--- src/rtl/multdiv_pkg.sv ---
// Shared types and sizing helpers for the iterative multiply/divide unit.
package multdiv_pkg;

    localparam int DEFAULT_WIDTH = 32;

    typedef enum logic [1:0] {
        IDLE,
        MUL,
        DIV,
        DONE
    } state_e;

    // Iteration counter must be able to hold the value WIDTH.
    function automatic int unsigned cnt_width(input int unsigned width);
        return $clog2(width + 1);
    endfunction

endpackage

--- src/rtl/multdiv_addsub.sv ---
// N-bit add/subtract with a parallel-prefix (Kogge-Stone) carry-lookahead network.
module multdiv_addsub #(
    parameter int unsigned N = 33
) (
    input  logic [N-1:0] a,
    input  logic [N-1:0] b,
    input  logic         sub,
    output logic [N-1:0] sum
);

    always_comb begin : cla
        logic [N-1:0] bx, p, g, gk, pk, gn, pn, c;
        bx = sub ? ~b : b;
        p  = a ^ bx;
        g  = a & bx;
        gk = g;
        pk = p;
        // Fold carry-in into bit 0 so gk[i] becomes the carry out of bit i.
        gk[0] = g[0] | (p[0] & sub);
        for (int unsigned d = 1; d < N; d = d * 2) begin
            gn = gk;
            pn = pk;
            for (int unsigned i = d; i < N; i++) begin
                gn[i] = gk[i] | (pk[i] & gk[i-d]);
                pn[i] = pk[i] & pk[i-d];
            end
            gk = gn;
            pk = pn;
        end
        c   = {gk[N-2:0], sub};
        sum = p ^ c;
    end

endmodule

--- src/rtl/multdiv_iter.sv ---
// Iterative radix-2 shift-add multiplier / restoring divider sharing one adder.
module multdiv_iter
    import multdiv_pkg::*;
#(
    parameter int WIDTH  = DEFAULT_WIDTH,
    parameter bit SIGNED = 1'b1
) (
    input  logic             clock,
    input  logic             reset,
    input  logic             ctrl_MULT,
    input  logic             ctrl_DIV,
    input  logic             flush,
    input  logic [WIDTH-1:0] data_operandA,
    input  logic [WIDTH-1:0] data_operandB,
    output logic [WIDTH-1:0] data_result,
    output logic             data_exception,
    output logic             data_resultRDY,
    output logic             busy
);

    localparam int unsigned CNT_W = cnt_width(WIDTH);
    localparam logic [CNT_W-1:0] LAST_ITER = CNT_W'(WIDTH - 1);

    state_e           state_q, state_d;
    logic [CNT_W-1:0] cnt_q, cnt_d;
    logic [WIDTH-1:0] hi_q, hi_d, lo_q, lo_d, opb_q, opb_d;
    logic             a_neg_q, a_neg_d, b_neg_q, b_neg_d;
    logic [WIDTH-1:0] res_q, res_d;
    logic             exc_q, exc_d, rdy_q, rdy_d;

    logic             start, res_neg, a_neg_in, b_neg_in;
    logic [WIDTH-1:0] a_mag_in, b_mag_in;
    logic [WIDTH:0]   add_a, add_b, add_s, mul_acc;
    logic             add_sub;

    assign start    = !reset && !flush && (state_q == IDLE) && (ctrl_MULT || ctrl_DIV);
    assign busy     = start || (!reset && (state_q == MUL || state_q == DIV));
    assign a_neg_in = SIGNED & data_operandA[WIDTH-1];
    assign b_neg_in = SIGNED & data_operandB[WIDTH-1];
    assign a_mag_in = a_neg_in ? '0 - data_operandA : data_operandA;
    assign b_mag_in = b_neg_in ? '0 - data_operandB : data_operandB;
    assign res_neg  = a_neg_q ^ b_neg_q;

    assign data_result    = res_q;
    assign data_exception = exc_q;
    assign data_resultRDY = rdy_q;

    // hi_q is the product high half in MUL and the partial remainder in DIV.
    always_comb begin
        add_a   = {1'b0, hi_q};
        add_b   = {1'b0, opb_q};
        add_sub = 1'b0;
        if (state_q == DIV) begin
            add_a   = {hi_q, lo_q[WIDTH-1]};
            add_sub = 1'b1;
        end
    end

    multdiv_addsub #(.N(WIDTH + 1)) u_addsub (
        .a  (add_a),
        .b  (add_b),
        .sub(add_sub),
        .sum(add_s)
    );

    always_comb begin
        state_d = state_q;
        cnt_d   = cnt_q;
        hi_d    = hi_q;
        lo_d    = lo_q;
        opb_d   = opb_q;
        a_neg_d = a_neg_q;
        b_neg_d = b_neg_q;
        res_d   = res_q;
        exc_d   = exc_q;
        rdy_d   = 1'b0;
        mul_acc = lo_q[0] ? add_s : {1'b0, hi_q};

        unique case (state_q)
            IDLE: begin
                if (start) begin
                    state_d = ctrl_MULT ? MUL : DIV;
                    cnt_d   = '0;
                    hi_d    = '0;
                    lo_d    = a_mag_in;
                    opb_d   = b_mag_in;
                    a_neg_d = a_neg_in;
                    b_neg_d = b_neg_in;
                end
            end
            MUL: begin
                hi_d  = mul_acc[WIDTH:1];
                lo_d  = {mul_acc[0], lo_q[WIDTH-1:1]};
                cnt_d = cnt_q + 1'b1;
                if (cnt_q == LAST_ITER) begin
                    state_d = DONE;
                    rdy_d   = 1'b1;
                    res_d   = res_neg ? '0 - lo_d : lo_d;
                    if (!SIGNED)
                        exc_d = |hi_d;
                    else if (res_neg)
                        exc_d = (|hi_d) || (lo_d[WIDTH-1] && (|lo_d[WIDTH-2:0]));
                    else
                        exc_d = (|hi_d) || lo_d[WIDTH-1];
                end
            end
            DIV: begin
                if (opb_q == '0) begin
                    state_d = DONE;
                    rdy_d   = 1'b1;
                    res_d   = '0;
                    exc_d   = 1'b1;
                end else begin
                    hi_d  = add_s[WIDTH] ? add_a[WIDTH-1:0] : add_s[WIDTH-1:0];
                    lo_d  = {lo_q[WIDTH-2:0], ~add_s[WIDTH]};
                    cnt_d = cnt_q + 1'b1;
                    if (cnt_q == LAST_ITER) begin
                        state_d = DONE;
                        rdy_d   = 1'b1;
                        res_d   = res_neg ? '0 - lo_d : lo_d;
                        exc_d   = SIGNED & ~res_neg & lo_d[WIDTH-1];
                    end
                end
            end
            DONE: state_d = IDLE;
            default: state_d = IDLE;
        endcase

        if (flush) begin
            state_d = IDLE;
            rdy_d   = 1'b0;
            res_d   = res_q;
            exc_d   = exc_q;
        end
    end

    always_ff @(posedge clock) begin
        if (reset) begin
            state_q <= IDLE;
            cnt_q   <= '0;
            hi_q    <= '0;
            lo_q    <= '0;
            opb_q   <= '0;
            a_neg_q <= 1'b0;
            b_neg_q <= 1'b0;
            res_q   <= '0;
            exc_q   <= 1'b0;
            rdy_q   <= 1'b0;
        end else begin
            state_q <= state_d;
            cnt_q   <= cnt_d;
            hi_q    <= hi_d;
            lo_q    <= lo_d;
            opb_q   <= opb_d;
            a_neg_q <= a_neg_d;
            b_neg_q <= b_neg_d;
            res_q   <= res_d;
            exc_q   <= exc_d;
            rdy_q   <= rdy_d;
        end
    end

endmodule
--- config.mk ---
export PLATFORM = sky130hd
export DESIGN_NAME = multdiv_iter
export DESIGN_NICKNAME = d
export VERILOG_FILES = /design/src/rtl/multdiv_pkg.sv /design/src/rtl/multdiv_addsub.sv /design/src/rtl/multdiv_iter.sv
export SDC_FILE = /design/constraint.sdc
export NUM_CORES = 1
export LEC_CHECK = 0
export ABC_AREA = 1
export BUFFER_PORTS_ARGS = -buffer_cell sky130_fd_sc_hd__buf_2
export CORE_MARGIN = 1
export CORE_UTILIZATION = 45
export CTS_CLUSTER_DIAMETER = 100
export DETAILED_ROUTE_END_ITERATION = 6
export GPL_ROUTABILITY_DRIVEN = 0
export GPL_TIMING_DRIVEN = 0
export PLACE_DENSITY = 0.68
export SETUP_SLACK_MARGIN = 0.1
export SYNTH_ARGS = -nofsm -noshare
export SYNTH_HDL_FRONTEND = slang
export SYNTH_SLANG_ARGS = --single-unit
--- constraint.sdc ---
create_clock -name clock -period 6.6 [get_ports clock]
set_input_delay 1.32 -clock clock [delete_from_list [all_inputs] [get_ports clock]]
set_output_delay 1.32 -clock clock [all_outputs]
set_load 0.05 [all_outputs]
==> out/summary.md, run 1 <==
The run finished, with violations left. The checks that failed: design-rule violations. The number of slew-limit violations in the final report is 0, and the multiplexer fraction of the synthesized cell area is 0.703%.

The growth of design area from synthesis to finish works out to 12.1%. The synthesized-area fraction occupied by xor and xnor cells was 5.61%. Root buffer cell: sky130_fd_sc_hd__clkbuf_16. Clock-pin slew was measured on the worst setup and hold paths at 0.07 ns.

In this run the tightest slew margin relative to its limit is 41.6%. Final worst-path setup slack: 0.522 ns. From left edge to right edge, the die measures 171 um.

In this run, flip-flops and latches consume 33.0% of the power. Of all nets on the critical path, the largest fanout is 11. The number of diodes came out at 0. The final count of hold timing violations is 0, and the maximum vdd ir drop is 0.131 mV. Based on the critical path, the design can be clocked at up to 165 MHz.

The floorplan step defined a die boundary enclosing 29,100 um^2. The power dissipated by switching net loads is 1.23 mW, and the count of warnings emitted by yosys is 0. The number of storage elements in the synthesis netlist works out to 140.

The time the worst path needs with I/O delays and setup is 6.08 ns, and the delay contributed by the slowest stage of the critical path is 0.59 ns. For this block, the initial DRC count from the detailed router was 2,069. The slew at the pin closest to its max-slew limit is 0.875 ns. Clock tree synthesis found a total of 140 sinks.

The number of gates resized after CTS was 0. After synthesis, the netlist uses 55 different library cells. The logs give 1 for the number of DRC violations after detailed routing and 46.0% for the starting density of the core. TritonCTS built the clock tree. The count of input and output buffers came out at 102. The average cell area after synthesis came out at 5.97 um^2.

Of the total power, combinational logic draws 34.8%. Detailed placement finished with a half-perimeter wire length of 38,700 um. In this run the core area contains 61 standard-cell rows. For the final sum of negative setup slack, the log shows 0 ns.

The clock insertion delay at the later pin of the skew report came out at 0.44 ns. The worst setup path is launched from a flip-flop. The fraction of layout cells with a size suffix above 1 is 10.3%. After detailed routing, the number of vias per cell comes to 5.78. Setup violations remaining at the end of the flow were counted as 0. The internal cell power is 1.74 mW. The worst path uses 92.1% of the clock period. Slowest cell on the critical path: sky130_fd_sc_hd__clkbuf_1. In the synthesized netlist, the number of instances is 2,147. The worst min-delay path class is reg2reg.

The switching part of the total power was 41.3%; the synthesized area was 12,800 um^2. The tightest hold path in the finished design has a slack of 0.479 ns. After synthesis, the largest family of logic cells by area is simple AND/OR/NAND/NOR gates. Dividing the detail-routed wire length by the instance count gives 18.3 um. The number of global-route vias before repair is 14.0k, and the share of synthesized registers carrying an async set or reset is 0%. The post-synthesis share of cell area spent on full adders, half adders and majority gates works out to 4.16%.

The design draws 2.97 mW. Setup repair after global routing left no endpoint under its margin. The synthesized netlist devotes 32.6% of its cell area to simple gates. Data arrives at the worst endpoint at 6.40 ns. The compound-gate portion of the synthesized area was 23.9%; the global-route usage over all layers was 33.5%. In this run the static leakage power is 6.81 nW. The count of flip-flops with a built-in enable after synthesis is 0. Among all flip-flop cells after synthesis, the most frequent one is sky130_fd_sc_hd__dfxtp_1. The worst setup path is of the reg2reg kind.

Synthesis produced a netlist with a net count of 2,258. The first TritonRoute pass finished after 7 iterations. The number of H-tree branching levels came out at 4. Total detailed-routing wirelength: 48,800 um. The worst setup path is captured at a flip-flop.

The initial antenna violation count is 0. The post-placement worst setup slack was 0.373 ns. The tools report the number of nets at the end of the flow as 2,379. The number of cells in the design after placement is 2,627. The logs give 104 for the I/O pin total and 2,659 for the final standard cell count with taps included and fillers excluded. The number of buffers between clock root and the deepest sink is 2.

For this design the ratio of total power to cell area is 207 nW/um^2. The die is 171 um tall. The worst-case clock skew was 0.0158 ns. The sequential-to-total area share from yosys stat is 21.9%, and the required time of the worst setup path is 6.92 ns.

The clock buffer count from CTS is 17, and the number of routed nets with antenna violations is 0. The logs give 15.4k for the number of vias after detailed routing and 17 for the pin count of the biggest net entering global routing. Clock share of power: 32.2%.

For this design, the CTS-stage hold fixing added 0 buffers. The first global-routing pass estimated 75,400 um of wire. Global routing finished with a remaining overflow of 0. Buffers added to address setup during post-CTS repair amount to 0. Across the run, the number of max-cap violations was 0.

The tools report the placeable core region as 27,900 um^2.
-- logic make-up (layout without fill, tap and decap cells) --
logic type,count (synthesis),count (layout)
muxes,9,9
xor gates and xnor gates,82,82
buffers and inverters,361,495
and+or+nand+nor,970,970
DFF,140,140
adders and majority gates,42,42
AOI/OAI and AO/OA,543,543
-- cell type report --
class,count,area [um^2]
clock buffers,21,450
inverters,265,995
fillers,2968,13500
repair buffers,102,510
well taps,378,473
flip-flops and latches,140,2800
clock inverters,11,111
plain buffers,96,440
multi-input cells,1646,8570
-- metrics by stage --
step,util [%],cell area [um^2]
2_1_floorplan,-,12800
3_3_place_gp,49.5,13800
3_5_place_dp,49.5,13800
4_1_cts,51.5,14400
5_1_grt,51.5,14400
6_report,51.5,14400
-- placed cells by master, fill, tap and decap left out, drive strengths merged, types with 30 or more instances in the layout --
master  count
nand2     561
xor2       62
clkbuf     81
buf       138
nor2      195
inv       265
o22ai      50
a21oi     149
nand3     133
nor3       30
a31oi      30
dfxtp     140
o21ai     253
ha         41
-- worst paths after layout --
kind              startpoint             end  slack (ns)  cells past startpoint
hold reg to reg      b_neg_q         b_neg_q        0.48                      2
setup reg to reg  state_q[0]  data_exception        0.52                     31
setup / recovery  state_q[0]  data_exception        0.52                     31
hold / removal       b_neg_q         b_neg_q        0.48                      2
-- cells in the mapped netlist (3+ instances only) --
library cell,number,share of area [%]
sky130_fd_sc_hd__a211oi_1,10,0.59
sky130_fd_sc_hd__a21oi_1,143,5.6
sky130_fd_sc_hd__a21oi_2,5,0.34
sky130_fd_sc_hd__a221oi_1,13,0.89
sky130_fd_sc_hd__a22o_1,7,0.48
sky130_fd_sc_hd__a31oi_1,30,1.5
sky130_fd_sc_hd__buf_1,7,0.21
sky130_fd_sc_hd__buf_2,21,0.82
sky130_fd_sc_hd__buf_4,3,0.18
sky130_fd_sc_hd__buf_6,5,0.44
sky130_fd_sc_hd__clkbuf_1,58,1.7
sky130_fd_sc_hd__clkinv_1,4,0.12
sky130_fd_sc_hd__dfxtp_1,140,22
sky130_fd_sc_hd__ha_1,41,4.0
sky130_fd_sc_hd__inv_1,248,7.3
sky130_fd_sc_hd__inv_2,13,0.38
sky130_fd_sc_hd__mux2i_1,9,0.70
sky130_fd_sc_hd__nand2_1,545,16
sky130_fd_sc_hd__nand2_2,12,0.59
sky130_fd_sc_hd__nand2_4,4,0.35
sky130_fd_sc_hd__nand3_1,131,5.1
sky130_fd_sc_hd__nand3b_1,4,0.23
sky130_fd_sc_hd__nand4_1,19,0.93
sky130_fd_sc_hd__nor2_1,175,5.1
sky130_fd_sc_hd__nor2_2,15,0.73
sky130_fd_sc_hd__nor2_4,5,0.44
sky130_fd_sc_hd__nor3_1,25,0.98
sky130_fd_sc_hd__nor3_2,3,0.23
sky130_fd_sc_hd__nor4_1,18,0.88
sky130_fd_sc_hd__o2111ai_1,7,0.48
sky130_fd_sc_hd__o211ai_1,6,0.35
sky130_fd_sc_hd__o21a_1,4,0.23
sky130_fd_sc_hd__o21ai_0,197,7.7
sky130_fd_sc_hd__o21ai_1,54,2.1
sky130_fd_sc_hd__o21bai_1,4,0.23
sky130_fd_sc_hd__o22ai_1,50,2.4
sky130_fd_sc_hd__or2_2,5,0.24
sky130_fd_sc_hd__xnor2_1,20,1.4
sky130_fd_sc_hd__xor2_1,62,4.2
-- power by group through the flow --
| stage | sequential (mW) | clock, mW | combinational (mW) |
|---|---|---|---|
| after floorplan | 0.984 | 0 | 0.678 |
| after global placement | 0.990 | 0 | 0.982 |
| after detailed placement | 0.992 | 0 | 0.992 |
| after CTS | 0.973 | 0.952 | 0.997 |
| after global routing | 0.982 | 0.990 | 1.13 |
| final | 0.981 | 0.958 | 1.03 |
-- critical path, delay by kind of cell, from the launching register on --
family,cells,cell delay [ns]
buffers and inverters,9,2.26
flip-flops,1,0.32
AND/OR/NAND/NOR,17,2.08
adder cells (fa/ha/maj),3,0.85
AO/OA/AOI/OAI,2,0.45
-- routing by layer --
| metal | wire length (um) | GRT usage [%] | part of all wire, % |
|---|---|---|---|
| met2 | 19600 | 48.5 | 40 |
| met5 | 0 | 0 | 0 |
| met4 | 1730 | 13.0 | 3.6 |
| met3 | 5790 | 8.42 | 12 |
| met1 | 21700 | 47.0 | 44 |
-- sequential cells by signal (all words and copies together) (netlist names) --
name,cells
data_exception,1
data_resultRDY,1
state_q,2
data_result,32
cnt_q,6
opb_q,32
hi_q,32
a_neg_q,1
b_neg_q,1
lo_q,32
No activity file was read; power rests on OpenSTA's default activity.
==> run 2: changes to the inputs <==
PLACE_DENSITY = 0.66   (was 0.68)
SYNTH_HIERARCHICAL = 1   (was default)
==> out/summary.md, run 2 <==
The number of routed nets with antenna violations is 0 (unchanged). The post-CTS setup buffer count was 0 (unchanged); the post-detailed-route via-to-cell ratio was 5.51 (-4.7%). The delay contributed by the slowest stage of the critical path came out at 0.72 ns (+0.13 ns). The fraction of layout cells with a size suffix above 1 is 10.0% (-0.31 points). The kind of critical path was reg2reg.

Number of H-tree branching levels: 4 (unchanged). The average cell area after synthesis was 5.59 um^2 (-6.3%); the number of gates resized after CTS was 0 (unchanged). The power density over cell area is 184 nW/um^2 (-11%), and the distinct cell type count after synthesis is 50 (-9.1%). The share of synthesized registers carrying an async set or reset was 0% (unchanged). The sum of buffers and inverters on the critical path came out at 7 (-2). The synthesized area was 13,700 um^2 (+7.2%); the share of the core filled with cells in the final layout was 51.4% (-0.10 points).

The average detailed-routed wire length per instance works out to 16.8 um (-8.6%). For the worst-case clock skew, the log shows 0.0113 ns (-0.00447 ns). By count the netlist is led by sky130_fd_sc_hd__nand2_1, sky130_fd_sc_hd__nor2_1, sky130_fd_sc_hd__inv_1.

STA classifies the critical path endpoint as a flip-flop. In the layout the commonest cells are sky130_fd_sc_hd__nand2_1, sky130_fd_sc_hd__nor2_1, sky130_fd_sc_hd__inv_1. Internal cell power: 1.76 mW (+0.65%). CTS placed an instance of sky130_fd_sc_hd__clkbuf_16 at the clock tree root. sky130_fd_sc_hd__nand2_1 takes more of the synthesized area than any other cell. The count of input and output buffers came out at 102 (unchanged). The critical path launch point type is a flip-flop.

The tools report the count of warnings emitted by yosys as 6 (+6). The x dimension of the die is 177 um (+3.5%). The height of the chip was 177 um (+3.5%); the placeable core region was 29,800 um^2 (+7.0%). The slew at the pin closest to its max-slew limit works out to 0.879 ns (+0.00360 ns).

The flow ran to the end, and the final reports show no timing, DRC or antenna violations. The run gives 20.4% (-1.5 points) as the sequential-to-total area share from yosys stat. Total detailed-routing wirelength: 49,900 um (+2.4%). The clock transition at the register clock pins on the worst setup and hold paths after CTS works out to 0.06 ns (about the same). The tools report the standby leakage power as 8.27 nW (+21%). The count of flip-flops with a built-in enable after synthesis was 0 (unchanged).

The logs give 0 (unchanged) for the number of slew-limit violations in the final report and 0 (unchanged) for the max-cap violation count. Setup repair after global routing left no endpoint under its margin. For the combinational cell fraction of total power, the log shows 31.2% (-3.6 points).

The required time of the worst setup path came out at 6.98 ns (+0.06 ns). The power share of the sequential group was 33.5% (+0.5 points). The achievable clock frequency is 182 MHz (+10%), and the number of global-route vias before repair is 14.8k (+5.3%). The growth of design area from synthesis to finish is 11.6%, and the initial DRC count is 1,638 (-21%). For this run, the leading register cell type out of synthesis is sky130_fd_sc_hd__dfxtp_1. The number of buffers inserted for hold repair after clock tree synthesis came out at 0 (unchanged).

The switching part of the total power is 37.6% (-3.7 points), and the post-route clock period utilization is 83.3% (-8.7 points). In this design, the critical path's most frequently occurring cell is sky130_fd_sc_hd__nand2_1. In this design, the largest share of critical-path delay is due to simple AND/OR/NAND/NOR gates. The clock buffer count from CTS was 17 (unchanged); the number of core rows was 63 (+3.3%). The largest fanout on the critical path is 10 (-1). The total congestion overflow is 0 (unchanged).

For the number of nets at the end of the flow, the log shows 2,689 (+13%). The slowest cell on the critical path was sky130_fd_sc_hd__clkbuf_1. The min-delay analysis places its worst path in the category reg2reg. The global-route wire length before repair is 78,100 um (+3.6%). The tools report the power dissipated by switching net loads as 1.06 mW (-14%). The share of Yosys cell area claimed by the top area cell type came out at 21.5% (-0.40 points).

Final sum of negative setup slack: 0 ns (unchanged). The number of vias after detailed routing is 16.4k (+6.8%), and the number of DRC violations after detailed routing is 0 (-1). For the number of buffers between clock root and the deepest sink, the log shows 2 (unchanged).

The logs give 104 (unchanged) for the I/O pin total and 2,568 (+14%) for the synthesized netlist net count. TritonCTS built the clock tree. Leaving out fill and tap cells, the most frequent cell in the layout is sky130_fd_sc_hd__nand2_1. The pin count of the biggest net entering global routing is 17 (unchanged), and the time the worst path needs with I/O delays and setup is 5.50 ns (-0.577 ns). The logs give 40,000 um (+3.5%) for the post-detailed-placement half-perimeter wirelength and 0 (unchanged) for the initial antenna violation count.

The starting density of the core was 46.1% (+0.12 points); the maximum vdd ir drop was 0.201 mV (+54%). After synthesis, the cell types taking the most area are sky130_fd_sc_hd__nand2_1, sky130_fd_sc_hd__dfxtp_1, sky130_fd_sc_hd__o21ai_0, sky130_fd_sc_hd__nor2_1, sky130_fd_sc_hd__nand3_1. TritonCTS sink count: 140 (unchanged). The setup-violating endpoint count in the final report is 0 (unchanged), and the clock share of power is 35.3% (+3.1 points). Most repeated cell in the gate-level netlist after synthesis: sky130_fd_sc_hd__nand2_1. The tools report the number of diodes as 0 (unchanged). The data arrival time at the worst-slack endpoint came out at 5.88 ns (-0.52 ns). The clock insertion delay at the later pin of the skew report came out at 0.44 ns (about the same). The final count of hold timing violations was 0 (unchanged); the number of storage elements in the synthesis netlist was 140 (unchanged).

The tools report the full die area as 31,200 um^2 (+7.1%). For the cell count after synthesis, the log shows 2,457 (+14%). The global-route usage over all layers was 32.0% (-1.5 points); the worst relative slew slack was 41.4% (-0.24 points). The length of the first detailed-routing pass in iterations came out at 6 (-1).
-- run 2: logic make-up (layout without fill, tap and decap cells) --
family | after synthesis | in the layout | share of synthesized area (%)
AOI/OAI and AO/OA | 426 | 426 | 17.4
xor gates and xnor gates | 81 | 81 | 5.17
adders and majority gates | 42 | 42 | 3.88
buffers and inverters | 385 | 518 | 11.2
DFF | 140 | 140 | 20.4
muxes | 6 | 6 | 0.437
other | 1 | 1 | 0.0273
and+or+nand+nor | 1376 | 1376 | 41.4
-- run 2: final cells by class --
cell class	instances	area [um^2]
flip-flops and latches	140	2800
clock inverters	11	145
fillers	3251	14500
multi-input cells	1932	9390
clock buffers	20	447
well taps	390	488
inverters	292	1100
plain buffers	93	443
repair buffers	102	510
-- run 2: worst paths after layout --
| kind | end | cells past startpoint | slack, ns | start |
|---|---|---|---|---|
| setup / recovery | data_result[30] | 30 | 1.10 | state_q[0] |
| hold reg to reg | b_neg_q | 2 | 0.49 | b_neg_q |
| setup reg to reg | data_result[30] | 30 | 1.10 | state_q[0] |
| hold / removal | b_neg_q | 2 | 0.49 | b_neg_q |
-- run 2: per-layer routing --
| layer | global-route usage, % | routed length [um] | part of all wire [%] | up-vias |
|---|---|---|---|---|
| li1 | - | - | - | 8090 |
| met3 | 5.18 | 5420 | 11 | 105 |
| met4 | 13.4 | 1770 | 3.5 | 0 |
| met1 | 45.8 | 22300 | 45 | 7353 |
| met2 | 47.2 | 20400 | 41 | 870 |
| met5 | 0 | 0 | 0 | - |
-- run 2: power groups by stage --
stage                     sequential, mW  combinational (mW)  clock (mW)
final                              0.944               0.878       0.994
after global routing               0.946               0.975        1.04
after CTS                          0.939               0.853        1.00
after detailed placement           0.958               0.848           0
after global placement             0.956               0.839           0
after floorplan                    0.937               0.605           0
-- run 2: worst reg2reg max path: cells and delay by family, from the launching register on --
kind | cells | cell delay (ns)
AND/OR/NAND/NOR | 19 | 2.42
buffers and inverters | 7 | 1.55
adder cells (fa/ha/maj) | 3 | 0.86
flip-flops | 1 | 0.34
AO/OA/AOI/OAI | 1 | 0.30
-- run 2: through the flow --
step | power, mW | area, um^2 | hold WS [ns] | std cells | worst slack, ns
6_report | 2.82 | 15300 | 0.488 | 2980 | 1.10
5_1_grt | 2.96 | 15300 | 0.503 | 2980 | 0.813
4_1_cts | 2.79 | 15300 | 0.490 | 2980 | 1.26
3_5_place_dp | 1.81 | 14700 | 0.481 | 2949 | 1.30
3_3_place_gp | 1.80 | 14700 | 0.471 | 2949 | 1.37
2_1_floorplan | 1.54 | 13700 | 0.456 | 2457 | 2.62
